==> src/rtl/cellrv32_fifo.sv <==
// cellrv32_fifo: single-clock ring-buffer FIFO with free/avail/half flags.
// The read port is optionally registered, overflow/underflow is optionally
// blocked, and the read data is optionally forced to zero while empty.
// Optional macro CELLRV32_FIFO_LEVEL_EN adds level_o (current entry count).
module cellrv32_fifo #(
  parameter int FIFO_DEPTH = 4,
  parameter int FIFO_WIDTH = 32,
  parameter int FIFO_RSYNC = 1,
  parameter int FIFO_SAFE  = 1,
  parameter int FIFO_GATE  = 0
) (
  input  logic                          clk_i,
  input  logic                          rst_i,
  input  logic                          clear_i,
  output logic                          half_o,
  input  logic [FIFO_WIDTH-1:0]         wdata_i,
  input  logic                          we_i,
  output logic                          free_o,
  input  logic                          re_i,
  output logic [FIFO_WIDTH-1:0]         rdata_o,
  output logic                          avail_o
`ifdef CELLRV32_FIFO_LEVEL_EN
  ,
  output logic [$clog2(FIFO_DEPTH):0]   level_o
`endif
);

  localparam int AW = $clog2(FIFO_DEPTH);
  localparam int LW = AW + 1;

  if ((FIFO_DEPTH < 1) || (FIFO_DEPTH > 32768) ||
      ((FIFO_DEPTH & (FIFO_DEPTH - 1)) != 0)) begin : g_bad_depth
    $error("cellrv32_fifo: FIFO_DEPTH must be a power of two in 1..32768");
  end

  logic                  we_ok;
  logic                  re_ok;
  logic [FIFO_WIDTH-1:0] head;

  // Qualify write/read requests; the safe build refuses overflow and underflow
  always_comb begin
    we_ok = we_i & (free_o  | (FIFO_SAFE == 0));
    re_ok = re_i & (avail_o | (FIFO_SAFE == 0));
  end

  if (FIFO_DEPTH == 1) begin : g_single
    logic                  valid_q, valid_d;
    logic [FIFO_WIDTH-1:0] data_q, data_d;

    // Single slot: a write fills it, a read empties it, flush wins over both
    always_comb begin
      valid_d = valid_q;
      data_d  = data_q;
      if (clear_i) begin
        valid_d = 1'b0;
      end else begin
        if (re_ok) valid_d = 1'b0;
        if (we_ok) begin
          valid_d = 1'b1;
          data_d  = wdata_i;
        end
      end
    end

    // Valid flag is reset; stored data is left as is like the ring memory
    always_ff @(posedge clk_i) begin
      if (rst_i) valid_q <= 1'b0;
      else       valid_q <= valid_d;
      data_q <= data_d;
    end

    assign avail_o = valid_q;
    assign free_o  = ~valid_q;
    assign half_o  = valid_q;
    assign head    = data_q;
`ifdef CELLRV32_FIFO_LEVEL_EN
    assign level_o = valid_q;
`endif
  end else begin : g_ring
    localparam logic [AW:0] HALF_LVL = LW'(FIFO_DEPTH / 2);

    logic [AW:0]           wptr_q, wptr_d;
    logic [AW:0]           rptr_q, rptr_d;
    logic [AW:0]           level;
    logic [FIFO_WIDTH-1:0] mem_q [FIFO_DEPTH];

    // Pointer advance; the extra MSB distinguishes full from empty
    always_comb begin
      wptr_d = wptr_q;
      rptr_d = rptr_q;
      if (clear_i) begin
        wptr_d = '0;
        rptr_d = '0;
      end else begin
        if (we_ok) wptr_d = wptr_q + 1'b1;
        if (re_ok) rptr_d = rptr_q + 1'b1;
      end
    end

    // Pointer registers
    always_ff @(posedge clk_i) begin
      if (rst_i) begin
        wptr_q <= '0;
        rptr_q <= '0;
      end else begin
        wptr_q <= wptr_d;
        rptr_q <= rptr_d;
      end
    end

    // Storage array, never reset; a flush simply discards the write
    always_ff @(posedge clk_i) begin
      if (we_ok && !clear_i && !rst_i) mem_q[wptr_q[AW-1:0]] <= wdata_i;
    end

    assign level   = wptr_q - rptr_q;
    assign avail_o = |level;
    assign free_o  = ~level[AW];
    assign half_o  = (level >= HALF_LVL);
    assign head    = mem_q[rptr_q[AW-1:0]];
`ifdef CELLRV32_FIFO_LEVEL_EN
    assign level_o = level;
`endif
  end

  if (FIFO_RSYNC != 0) begin : g_rsync
    logic [FIFO_WIDTH-1:0] rdata_q, rdata_d;
    logic                  empty_q, empty_d;

    // Registered head; empty is registered too so gating lines up with data
    always_comb begin
      rdata_d = head;
      empty_d = ~avail_o;
      if (clear_i) begin
        rdata_d = '0;
        empty_d = 1'b1;
      end
    end

    // Read-port registers
    always_ff @(posedge clk_i) begin
      if (rst_i) begin
        rdata_q <= '0;
        empty_q <= 1'b1;
      end else begin
        rdata_q <= rdata_d;
        empty_q <= empty_d;
      end
    end

    assign rdata_o = ((FIFO_GATE != 0) && empty_q) ? '0 : rdata_q;
  end else begin : g_rcomb
    assign rdata_o = ((FIFO_GATE != 0) && !avail_o) ? '0 : head;
  end

endmodule

==> config.mk <==
export PLATFORM = sky130hd
export DESIGN_NAME = cellrv32_fifo
export DESIGN_NICKNAME = d
export VERILOG_FILES = /design/src/rtl/cellrv32_fifo.sv
export SDC_FILE = /design/constraint.sdc
export NUM_CORES = 1
export LEC_CHECK = 0
export ABC_CLOCK_PERIOD_IN_PS = 3880
export CORE_ASPECT_RATIO = 0.7
export CORE_MARGIN = 2
export CORE_UTILIZATION = 60
export DETAILED_ROUTE_END_ITERATION = 16
export DONT_BUFFER_PORTS = 1
export GPL_ROUTABILITY_DRIVEN = 0
export PLACE_DENSITY = 0.75
export SYNTH_ARGS = -nofsm -noshare
export SYNTH_HDL_FRONTEND = slang
export SYNTH_SLANG_ARGS = --single-unit
==> constraint.sdc <==
create_clock -name clk_i -period 3.88 [get_ports clk_i]
set_input_delay 0 -clock clk_i [delete_from_list [all_inputs] [get_ports clk_i]]
set_output_delay 0 -clock clk_i [all_outputs]
set_load 0.005 [all_outputs]
==> results of run 1 <==
==> metrics by stage <==
step / worst slack (ns) / cells / utilization (%) / area [sq um] / hold slack, ns
after floorplan: 1.050 / 284 / - / 5943 / 0.09887
after global routing: 0.8220 / 474 / 72.61 / 7004 / 0.3000
after global placement: 1.062 / 402 / 62.80 / 6058 / 0.09904
after CTS: 0.9663 / 474 / 72.61 / 7004 / 0.2758
final: 0.9103 / 474 / 72.61 / 7004 / 0.2964
after detailed placement: 0.9885 / 402 / 62.80 / 6058 / 0.09904
==> cells in the final DEF (no fill, tap or decap) <==
| cell type | count |
|---|---|
| sky130_fd_sc_hd__a31oi_4 | 1 |
| sky130_fd_sc_hd__nand3_1 | 1 |
| sky130_fd_sc_hd__clkinvlp_4 | 2 |
| sky130_fd_sc_hd__and3_2 | 4 |
| sky130_fd_sc_hd__xnor3_2 | 1 |
| sky130_fd_sc_hd__or3_1 | 1 |
| sky130_fd_sc_hd__dfxtp_1 | 36 |
| sky130_fd_sc_hd__dfxtp_2 | 2 |
| sky130_fd_sc_hd__ha_1 | 6 |
| sky130_fd_sc_hd__clkbuf_16 | 17 |
| sky130_fd_sc_hd__o211a_1 | 1 |
| sky130_fd_sc_hd__nand2_1 | 8 |
| sky130_fd_sc_hd__clkinv_1 | 2 |
| sky130_fd_sc_hd__inv_1 | 3 |
| sky130_fd_sc_hd__clkbuf_8 | 2 |
| sky130_fd_sc_hd__clkinv_2 | 4 |
| sky130_fd_sc_hd__mux2i_1 | 3 |
| sky130_fd_sc_hd__or2_2 | 1 |
| sky130_fd_sc_hd__clkinv_4 | 1 |
| sky130_fd_sc_hd__bufinv_16 | 1 |
| sky130_fd_sc_hd__dlygate4sd3_1 | 40 |
| sky130_fd_sc_hd__o21ai_1 | 1 |
| sky130_fd_sc_hd__o31ai_2 | 1 |
| sky130_fd_sc_hd__and2_4 | 1 |
| sky130_fd_sc_hd__fa_1 | 1 |
| sky130_fd_sc_hd__buf_4 | 2 |
| sky130_fd_sc_hd__nand4_1 | 2 |
| sky130_fd_sc_hd__nor2_1 | 1 |
| sky130_fd_sc_hd__and2_1 | 32 |
| sky130_fd_sc_hd__edfxtp_1 | 128 |
| sky130_fd_sc_hd__xnor2_1 | 2 |
| sky130_fd_sc_hd__o2111ai_1 | 1 |
| sky130_fd_sc_hd__nor2_4 | 1 |
| sky130_fd_sc_hd__mux4_2 | 32 |
| sky130_fd_sc_hd__clkbuf_1 | 3 |
| sky130_fd_sc_hd__a31oi_1 | 1 |
==> logic make-up after synthesis <==
kind of cell	count (synthesis)	share of synthesized area (%)
buffers and inverters	15	1.453
AND/OR/NAND/NOR	52	5.074
AO/OA/AOI/OAI	6	1.074
adder cells (fa/ha/maj)	7	1.600
flip-flops	166	77.47
XOR/XNOR	3	0.6947
multiplexers	35	12.63
==> power groups by stage <==
stage | sequential (mW) | clock (mW) | combinational [mW]
6_report | 1.95 | 1.54 | 0.132
3_3_place_gp | 1.99 | 0 | 0.0821
4_1_cts | 1.95 | 1.56 | 0.131
3_5_place_dp | 1.99 | 0 | 0.0832
5_1_grt | 1.96 | 1.64 | 0.143
2_1_floorplan | 1.99 | 0 | 0.0700
==> worst min-delay path by stage <==
stage / end / depth (start not counted) / slack [ns] / start
after floorplan: g_ring.mem_q[0][0] / 0 / 0.1 / wdata_i[0]
after global placement: g_ring.mem_q[2][1] / 0 / 0.1 / wdata_i[1]
after detailed placement: g_ring.mem_q[2][21] / 0 / 0.1 / wdata_i[21]
after CTS: g_ring.mem_q[2][12] / 1 / 0.28 / wdata_i[12]
after global routing: g_ring.mem_q[2][21] / 1 / 0.30 / wdata_i[21]
final: g_ring.mem_q[3][14] / 1 / 0.30 / wdata_i[14]
==> layer usage <==
metal	vias to the layer above	global-route usage [%]	part of all wire (%)
met5	-	0	0
met4	0	7.837	0.99
met2	69	31.59	51
met1	1404	26.06	44
met3	9	8.246	4.5
li1	1210	-	-
==> synth_stat cells, types with 2 or more instances <==
master,instances
sky130_fd_sc_hd__ha_1,6
sky130_fd_sc_hd__mux4_2,32
sky130_fd_sc_hd__nand2_1,8
sky130_fd_sc_hd__nand4_1,2
sky130_fd_sc_hd__edfxtp_1,128
sky130_fd_sc_hd__and2_1,32
sky130_fd_sc_hd__clkbuf_1,5
sky130_fd_sc_hd__mux2i_1,3
sky130_fd_sc_hd__buf_2,3
sky130_fd_sc_hd__xnor2_1,2
sky130_fd_sc_hd__nor2_1,2
sky130_fd_sc_hd__buf_6,3
sky130_fd_sc_hd__dfxtp_1,38
sky130_fd_sc_hd__and3_1,4
sky130_fd_sc_hd__inv_1,3
==> area by class of cell <==
cell class | count | area share (%)
Clock buffer | 22 | 6.627
Clock inverter | 10 | 1.161
Inverter | 3 | 0.1608
Multi-Input combinational cell | 103 | 18.06
Sequential cell | 166 | 65.77
Tap cell | 128 | 2.287
Timing Repair Buffer | 42 | 5.931
==> flip-flops by register name, indices dropped and copies added, names as in the netlist <==
signal / cells
g_ring.rptr_q: 3
g_ring.wptr_q: 3
g_ring.mem_q: 128
rdata_o: 32
==> repair_timing <==
| action | in CTS | in global routing |
|---|---|---|
| hold buffers | 40 | 0 |
| resized for setup | 0 | 0 |
| endpoints found under the hold margin | 166 | 0 |
| setup buffers | 0 | 0 |
==> impl_metrics.yaml, run 1 <==
synth:
  synth-seq-area-share_pct: 77.47
  synth_area_per_cell_sq_um: 20.93
  synthArstFlopShare_pct: 0
  synth-seq-cells: 166
  synth_top_area_share_pct: 64.67
  mappedNetlistNets: 328
  synth_top_cells_by_area: "sky130_fd_sc_hd__edfxtp_1 65%, sky130_fd_sc_hd__dfxtp_1 13%, sky130_fd_sc_hd__mux4_2 12%"
  synth_enable_flop_cells: 128
  yosysWarnings: 0
  post_synth_inst_count: 284
  synth.cell_area_sq_um: 5943
  dominantRegCellSynth: "sky130_fd_sc_hd__edfxtp_1"
  synth.distinct_cells: 28
  synth_top_area_cell: "sky130_fd_sc_hd__edfxtp_1"
timing:
  rsz_0062_raised_after_global_routing: "false"
  tightestPinTransition_ns: 0.8640
  max_slew_margin_pct: 42.40
  timing_hold_violations_final: 0
  setup_total_negative_slack_ns: 0
  timing.final.crit_period_ns: 2.970
  finalMaxSlewViolations: 0
  finalSetupViolations: 0
  achievable-frequency_ghz: 0.3367
  timing.clock.skew_ns: 0.007447
  min_period_over_period_pct: 76.54
final_layout:
  antennaDiodeCount: 0
  net_count_reported_at_finish: 377
  multi_input_area_sq_um: 1265
  flow.area_growth_from_synthesis_pct: 17.85
  final-seq-area_sq_um: 4607
  drive_above_1_share_pct: 21.10
  num-fill-cells: 569
pwr:
  comb_power_share_pct: 3.6
  share_clk_of_total_power_pct: 42.4
  power.share.switching_pct: 19.44
  leakage_nw: 2.337
  power.switching_mw: 0.7043
  pnr_total_power_mw: 3.622
  seqPwrFrac_pct: 53.9
  vdd_ir_drop_max_mv: 0.5881
  cell_internal_pwr_mw: 2.918
  cellPowerDensity_nw_per_um2: 517.2
critical_path:
  setup.worst_path.end_class: "register"
  worst_path_largest_cell_delay_ns: 0.59
  crit_end: "g_ring.wptr_q[0]"
  path_common_cell: "sky130_fd_sc_hd__dlygate4sd3_1"
  critical_path.reg2reg.endpoint: "g_ring.wptr_q[0]"
  path_cells: "inv_1 > ha_1 > fa_1 > xnor3_2 > nand4_1 > dlygate4sd3_1 > o21ai_1 > dlygate4sd3_1"
  timing.critical_path.max_delay_family: "buffers and inverters"
  worstPathMaxFanout: 7
  count_of_buffer_and_inverter_cells_on_the_critical_path: 3
  worstPathArrival_ns: 3.33
  r2r_setup_slack_ns: 0.91
  timing_worst_setup_path_type: "reg2reg"
  startpoint: "g_ring.wptr_q[0]"
  r2r.worst_path.cells: 8
  cp.required_ns: 4.24
  worst_r2r_startpoint: "g_ring.wptr_q[0]"
  critPathLaunchType: "register"
  timing.critical_path.depth: 8
  critPathSlowestCell: "sky130_fd_sc_hd__dlygate4sd3_1"
route:
  routedWlPerCell_um: 20.49
  postRouteAntennaNets: 0
  number_of_optimization_iterations_in_the_first_detailed_route_pass: 4
  detail_route.drc_violations: 0
  vias_per_cell: 5.679
  number_of_drc_markers_in_iteration_0: 183
  vias: 2692
  total_routed_length_mm: 9.711
cts:
  cts-root-buf: "sky130_fd_sc_hd__clkbuf_16"
  clock_tree.htree_level_count: 4
  inserted_clock_buffers: 17
  clkSlewWorstSetupHoldPaths_ns: 0.06
  max-clock-path-buffers: 2
  tritoncts_num_sinks: 166
  tritoncts: "yes"
  clk-insertion-delay-late_ns: 0.41
worst_hold_path:
  hold_path_class: "in2reg"
flow_run:
  max-cap-violations: 0
placed_design:
  portBuffers: 0
  dp_hpwl_mm: 5.061
floorplan:
  die_width_um: 123.0
  floorplan.rows: 30
  ios: 72
  initial_util_pct: 61.61
  core_area_sq_um: 9647
  design.die.area_sq_um: 10730
  dieHeight_um: 87.27
grt:
  grt_start_max_net_pins: 44
  antenna_found_initial: 0
  wire_length_of_the_first_global_routing_pass_mm: 15.01
  grt_pass1_vias: 2807
  grt.total_usage_pct: 20.32
  gr-total-overflow: 0
run_status:
  run_status: "finished, final reports clean"
Note: power is estimated with default switching activity, not from simulation.
==> run 2, diff against run 1 <==
ABC_CLOCK_PERIOD_IN_PS = 2600   (was 3880)
CORE_UTILIZATION = 56   (was 60)
PLACE_DENSITY = 0.73   (was 0.75)
clock period = 2.6 ns   (was 3.88 ns; I/O delays follow)
==> run 2 against run 1 <==
Against the previous run: critical path depth down 1; clock-buffer cell count down 4; non-clock buffer count up 6; sequential cell count unchanged; worst setup slack worse by 0.75 ns; via count up 0.52%; combinational power up 54%; core utilization down 4.0 points; register-to-register slack worse by 0.75 ns; largest power group unchanged.
==> impl_metrics.yaml, run 2 (synthesis gave the netlist of run 1 again) <==
run_status:
  run_status: "finished, final reports clean"
timing:
  setup_total_negative_slack_ns: 0
  tightestPinTransition_ns: 0.6726
  finalMaxSlewViolations: 0
  finalSetupViolations: 0
  timing.final.crit_period_ns: 2.442
  max_slew_margin_pct: 55.16
  timing_hold_violations_final: 0
  worst_setup_margin_ns: 0.1584
  min_period_over_period_pct: 93.91
  fin_hold_ws_ns: 0.3015
  rsz_0062_raised_after_global_routing: "false"
  achievable-frequency_ghz: 0.4096
  timing.clock.skew_ns: 0.007913
pwr:
  seqPwrFrac_pct: 53.9
  comb_power_share_pct: 3.8
  cell_internal_pwr_mw: 4.309
  share_clk_of_total_power_pct: 42.3
  leakage_nw: 2.378
  power.share.switching_pct: 20.29
  power.switching_mw: 1.097
  vdd_ir_drop_max_mv: 0.4678
  cellPowerDensity_nw_per_um2: 761.4
flow_run:
  max-cap-violations: 0
route:
  number_of_optimization_iterations_in_the_first_detailed_route_pass: 5
  detail_route.drc_violations: 0
  postRouteAntennaNets: 0
  routedWlPerCell_um: 20.79
  vias: 2706
  number_of_drc_markers_in_iteration_0: 263
  vias_per_cell: 5.591
  total_routed_length_mm: 10.06
critical_path:
  path_cells: "inv_1 > ha_1 > fa_1 > xnor3_2 > and2_4 > and3_2 > buf_12"
  timing.critical_path.max_delay_family: "adder cells"
  startpoint: "g_ring.wptr_q[0]"
  worst_path_largest_cell_delay_ns: 0.44
  critPathLaunchType: "register"
  setup.worst_path.end_class: "register"
  timing.critical_path.depth: 7
  count_of_buffer_and_inverter_cells_on_the_critical_path: 2
  cp.required_ns: 2.70
  timing_worst_setup_path_type: "reg2reg"
  r2r_setup_slack_ns: 0.16
  worstPathArrival_ns: 2.54
  critPathSlowestCell: "sky130_fd_sc_hd__fa_1"
  r2r.worst_path.cells: 7
  critical_path.reg2reg.endpoint: "g_ring.mem_q[2][3]"
  worst_r2r_startpoint: "g_ring.wptr_q[0]"
  crit_end: "g_ring.mem_q[2][3]"
  worstPathMaxFanout: 29
final_layout:
  max_reg_flops: 128
  net_count_reported_at_finish: 383
  final-seq-area_sq_um: 4607
  drive_above_1_share_pct: 23.86
  layout.cells.most_common_list: "128 x sky130_fd_sc_hd__edfxtp_1, 37 x sky130_fd_sc_hd__dlygate4sd3_1, 36 x sky130_fd_sc_hd__dfxtp_1"
  final_common_cell: "sky130_fd_sc_hd__edfxtp_1"
  multi_input_area_sq_um: 1272
  num-fill-cells: 636
  antennaDiodeCount: 0
  flow.area_growth_from_synthesis_pct: 19.47
cts:
  tritoncts_num_sinks: 166
  tritoncts: "yes"
  clk-insertion-delay-late_ns: 0.41
  max-clock-path-buffers: 2
  inserted_clock_buffers: 17
  clkSlewWorstSetupHoldPaths_ns: 0.06
  clock_tree.htree_level_count: 4
  cts-root-buf: "sky130_fd_sc_hd__clkbuf_16"
grt:
  gr-total-overflow: 0
  grt.total_usage_pct: 19.94
  antenna_found_initial: 0
  grt_pass1_vias: 2929
  wire_length_of_the_first_global_routing_pass_mm: 16.51
  grt_start_max_net_pins: 36
floorplan:
  core_area_sq_um: 10360
  ios: 72
  design.die.area_sq_um: 11470
  dieHeight_um: 90.19
  floorplan.rows: 31
  die_width_um: 127.1
  initial_util_pct: 57.39
placed_design:
  portBuffers: 0
  dp_hpwl_mm: 5.749
  placement.setup.worst_slack_ns: 0.1358
worst_hold_path:
  hold_path_class: "in2reg"
[run 2: changes by cell type in the layout (fill, tap and decap cells not counted)]
cell	previous run	this run
sky130_fd_sc_hd__buf_12	0	4
sky130_fd_sc_hd__clkbuf_1	3	1
sky130_fd_sc_hd__clkinv_4	1	4
sky130_fd_sc_hd__clkinv_2	4	5
sky130_fd_sc_hd__clkbuf_8	2	0
sky130_fd_sc_hd__and3_2	4	2
sky130_fd_sc_hd__dlygate4sd3_1	40	37
sky130_fd_sc_hd__and3_4	0	2
sky130_fd_sc_hd__buf_4	2	7
[run 2: cell type report]
type / instances / area share, %
flip-flops and latches: 166 / 64.88
multi-input cells: 103 / 17.92
repair buffers: 48 / 7.084
clock buffers: 18 / 6.044
well taps: 132 / 2.326
clock inverters: 14 / 1.586
inverters: 3 / 0.1586
[run 2: through the flow]
stage,utilization (%),power [mW],instance area [sq um],std cells
after detailed placement,59.68,3.106,6181,415
after global routing,68.56,5.594,7101,484
after floorplan,-,3.073,5948,284
after global placement,59.68,3.105,6181,415
after CTS,68.49,5.441,7093,484
final,68.56,5.406,7101,484
[run 2: metal layers]
layer | global-route usage (%) | up-vias | routed length [um]
met2 | 27.42 | 93 | 4575
met1 | 29.74 | 1385 | 4702
met4 | 6.044 | 0 | 79
met3 | 7.976 | 6 | 702
met5 | 0 | - | 0
li1 | - | 1222 | -
[run 2: worst min-delay path by stage]
stage / from / endpoint / slack [ns] / depth (start not counted)
5_1_grt: wdata_i[26] / g_ring.mem_q[0][26] / 0.29 / 1
6_report: wdata_i[9] / g_ring.mem_q[3][9] / 0.30 / 1
2_1_floorplan: wdata_i[0] / g_ring.mem_q[0][0] / 0.1 / 0
3_3_place_gp: wdata_i[0] / g_ring.mem_q[3][0] / 0.1 / 0
4_1_cts: wdata_i[0] / g_ring.mem_q[2][0] / 0.29 / 1
3_5_place_dp: wdata_i[12] / g_ring.mem_q[3][12] / 0.1 / 0
[run 2: power groups by stage]
stage	sequential, mW	clock [mW]	combinational, mW
after global placement	2.97	0	0.132
final	2.92	2.29	0.203
after floorplan	2.97	0	0.105
after detailed placement	2.97	0	0.133
after global routing	2.92	2.45	0.225
after CTS	2.92	2.32	0.203
[run 2: what timing repair did]
item | CTS | global route
resized for setup | 0 | 2
hold buffers | 37 | 0
setup endpoints to repair | 0 | 30
hold endpoints to repair | 139 | 0
setup buffers | 0 | 0
==> run 3, diff against run 2 <==
==> constraint.sdc (replaced) <==
create_clock -name clk_i -period 2.6 [get_ports clk_i]
set_input_delay 0.39 -clock clk_i [delete_from_list [all_inputs] [get_ports clk_i]]
set_output_delay 0.39 -clock clk_i [all_outputs]
set_load 0.005 [all_outputs]
==> run 3 against run 2 <==
Against the previous run: sequential share of layout area increased by 2.9 points; global-route usage decreased by 0.70 points; critical path depth is 1 lower; critical path type is now reg2out; highest routed layer unchanged.
==> impl_metrics.yaml, run 3 (synthesis gave the netlist of run 1 again) <==
placed_design:
  portBuffers: 0
  dp_hpwl_mm: 5.828
  placed_cells: 416
  placed_cell_area_sq_um: 6188
critical_path:
  critPathLaunchType: "register"
  count_of_buffer_and_inverter_cells_on_the_critical_path: 2
  worstPathMaxFanout: 6
  path_cells: "inv_1 > ha_1 > fa_2 > xnor3_2 > buf_4 > nand3_1"
  setup.worst_path.end_class: "primary output"
  worst_path_largest_cell_delay_ns: 0.39
  worstPathArrival_ns: 2.07
  timing_worst_setup_path_type: "reg2out"
  cp.required_ns: 2.21
  timing.critical_path.max_delay_family: "adder cells"
  critPathSlowestCell: "sky130_fd_sc_hd__dfxtp_1"
pwr:
  comb_power_share_pct: 2.4
  cell_internal_pwr_mw: 4.426
  leakage_nw: 2.267
  seqPwrFrac_pct: 52.0
  share_clk_of_total_power_pct: 45.6
  vdd_ir_drop_max_mv: 0.4893
  pnr_total_power_mw: 5.607
  power.share.switching_pct: 21.05
  cellPowerDensity_nw_per_um2: 825.1
  power.switching_mw: 1.180
timing:
  setup_total_negative_slack_ns: 0
  tightestPinTransition_ns: 0.6948
  finalSetupViolations: 0
  min_period_over_period_pct: 94.51
  timing_hold_violations_final: 0
  rsz_0062_raised_after_global_routing: "false"
  fin_hold_ws_ns: 0.05564
  achievable-frequency_ghz: 0.4070
  timing.clock.skew_ns: 0.01680
  finalMaxSlewViolations: 0
  timing.final.crit_period_ns: 2.457
  max_slew_margin_pct: 53.68
grt:
  grt.total_usage_pct: 19.23
  gr-total-overflow: 0
  wire_length_of_the_first_global_routing_pass_mm: 15.90
  antenna_found_initial: 0
  grt_pass1_vias: 2715
  grt_start_max_net_pins: 36
final_layout:
  num-fill-cells: 648
  antennaDiodeCount: 0
  net_count_reported_at_finish: 347
  flow.area_growth_from_synthesis_pct: 14.34
  final_common_cell: "sky130_fd_sc_hd__edfxtp_1"
  max_reg_flops: 128
  drive_above_1_share_pct: 28.16
  layout.cells.most_common_list: "128 x sky130_fd_sc_hd__edfxtp_1, 36 x sky130_fd_sc_hd__dfxtp_1, 32 x sky130_fd_sc_hd__mux4_2, 32 x sky130_fd_sc_hd__and2_1, 17 x sky130_fd_sc_hd__clkbuf_16"
  post-route-cell-area_sq_um: 6795
  fin_cells: 448
floorplan:
  dieHeight_um: 90.19
  floorplan.rows: 31
  initial_util_pct: 57.39
  core_area_sq_um: 10360
  design.die.area_sq_um: 11470
  die_width_um: 127.1
  ios: 72
flow_run:
  max-cap-violations: 0
cts:
  clk-insertion-delay-late_ns: 0.42
  post-cts-setup-buffers: 0
  clock_tree.htree_level_count: 4
  tritoncts_num_sinks: 166
  cts-root-buf: "sky130_fd_sc_hd__clkbuf_16"
  inserted_clock_buffers: 17
  clkSlewWorstSetupHoldPaths_ns: 0.07
  tritoncts: "yes"
  max-clock-path-buffers: 2
route:
  number_of_optimization_iterations_in_the_first_detailed_route_pass: 7
  vias: 2565
  total_routed_length_mm: 9.966
  detail_route.drc_violations: 0
  postRouteAntennaNets: 0
  routedWlPerCell_um: 22.25
  number_of_drc_markers_in_iteration_0: 245
  vias_per_cell: 5.725
worst_hold_path:
  hold_path_class: "in2reg"
run_status:
  run_status: "finished, final reports clean"
-- run 3: layout make-up --
class                   count  area (sq um)  area share (%)
flip-flops and latches    166          4607           67.80
inverters                   3         11.26          0.1657
clock inverters            15         178.9           2.633
well taps                 132         165.2           2.430
repair buffers             12         140.1           2.062
multi-input cells         103          1267           18.65
clock buffers              17         425.4           6.260
-- run 3: power groups by stage --
stage | clock network, mW | registers, mW | logic (mW)
3_3_place_gp | 0 | 2.97 | 0.133
2_1_floorplan | 0 | 2.97 | 0.105
4_1_cts | 2.61 | 2.92 | 0.136
6_report | 2.56 | 2.91 | 0.133
3_5_place_dp | 0 | 2.97 | 0.135
5_1_grt | 2.71 | 2.92 | 0.147
-- run 3: through the flow --
stage / setup WS [ns] / util, %
floorplan: 0.09931 / -
global placement: 0.3312 / 59.76
detailed placement: 0.2225 / 59.76
CTS: 0.04718 / 65.59
global route: 0.02009 / 65.62
finish: 0.1427 / 65.62
-- run 3: timing repair --
action | CTS | global route
hold buffers | 0 | 0
gates resized for setup | 0 | 1
setup endpoints to repair | 0 | 2
-- run 3: routing by layer --
layer / GRT usage, % / vias to the layer above / share of wire [%] / wire (um)
li1: - / 1151 / - / -
met1: 28.44 / 1315 / 46 / 4623
met2: 25.76 / 95 / 45 / 4435
met3: 8.155 / 4 / 8.5 / 849
met4: 7.051 / 0 / 0.58 / 58
met5: 0 / - / 0 / 0
-- run 3: worst paths after layout --
kind | start | to | slack, ns | cells past startpoint
max | g_ring.wptr_q[0] | avail_o | 0.14 | 6
max reg2reg | g_ring.wptr_q[0] | g_ring.mem_q[3][3] | 0.31 | 7
min | wdata_i[1] | g_ring.mem_q[2][1] | 0.06 | 0
min reg2reg | g_ring.wptr_q[0] | g_ring.wptr_q[0] | 0.53 | 2
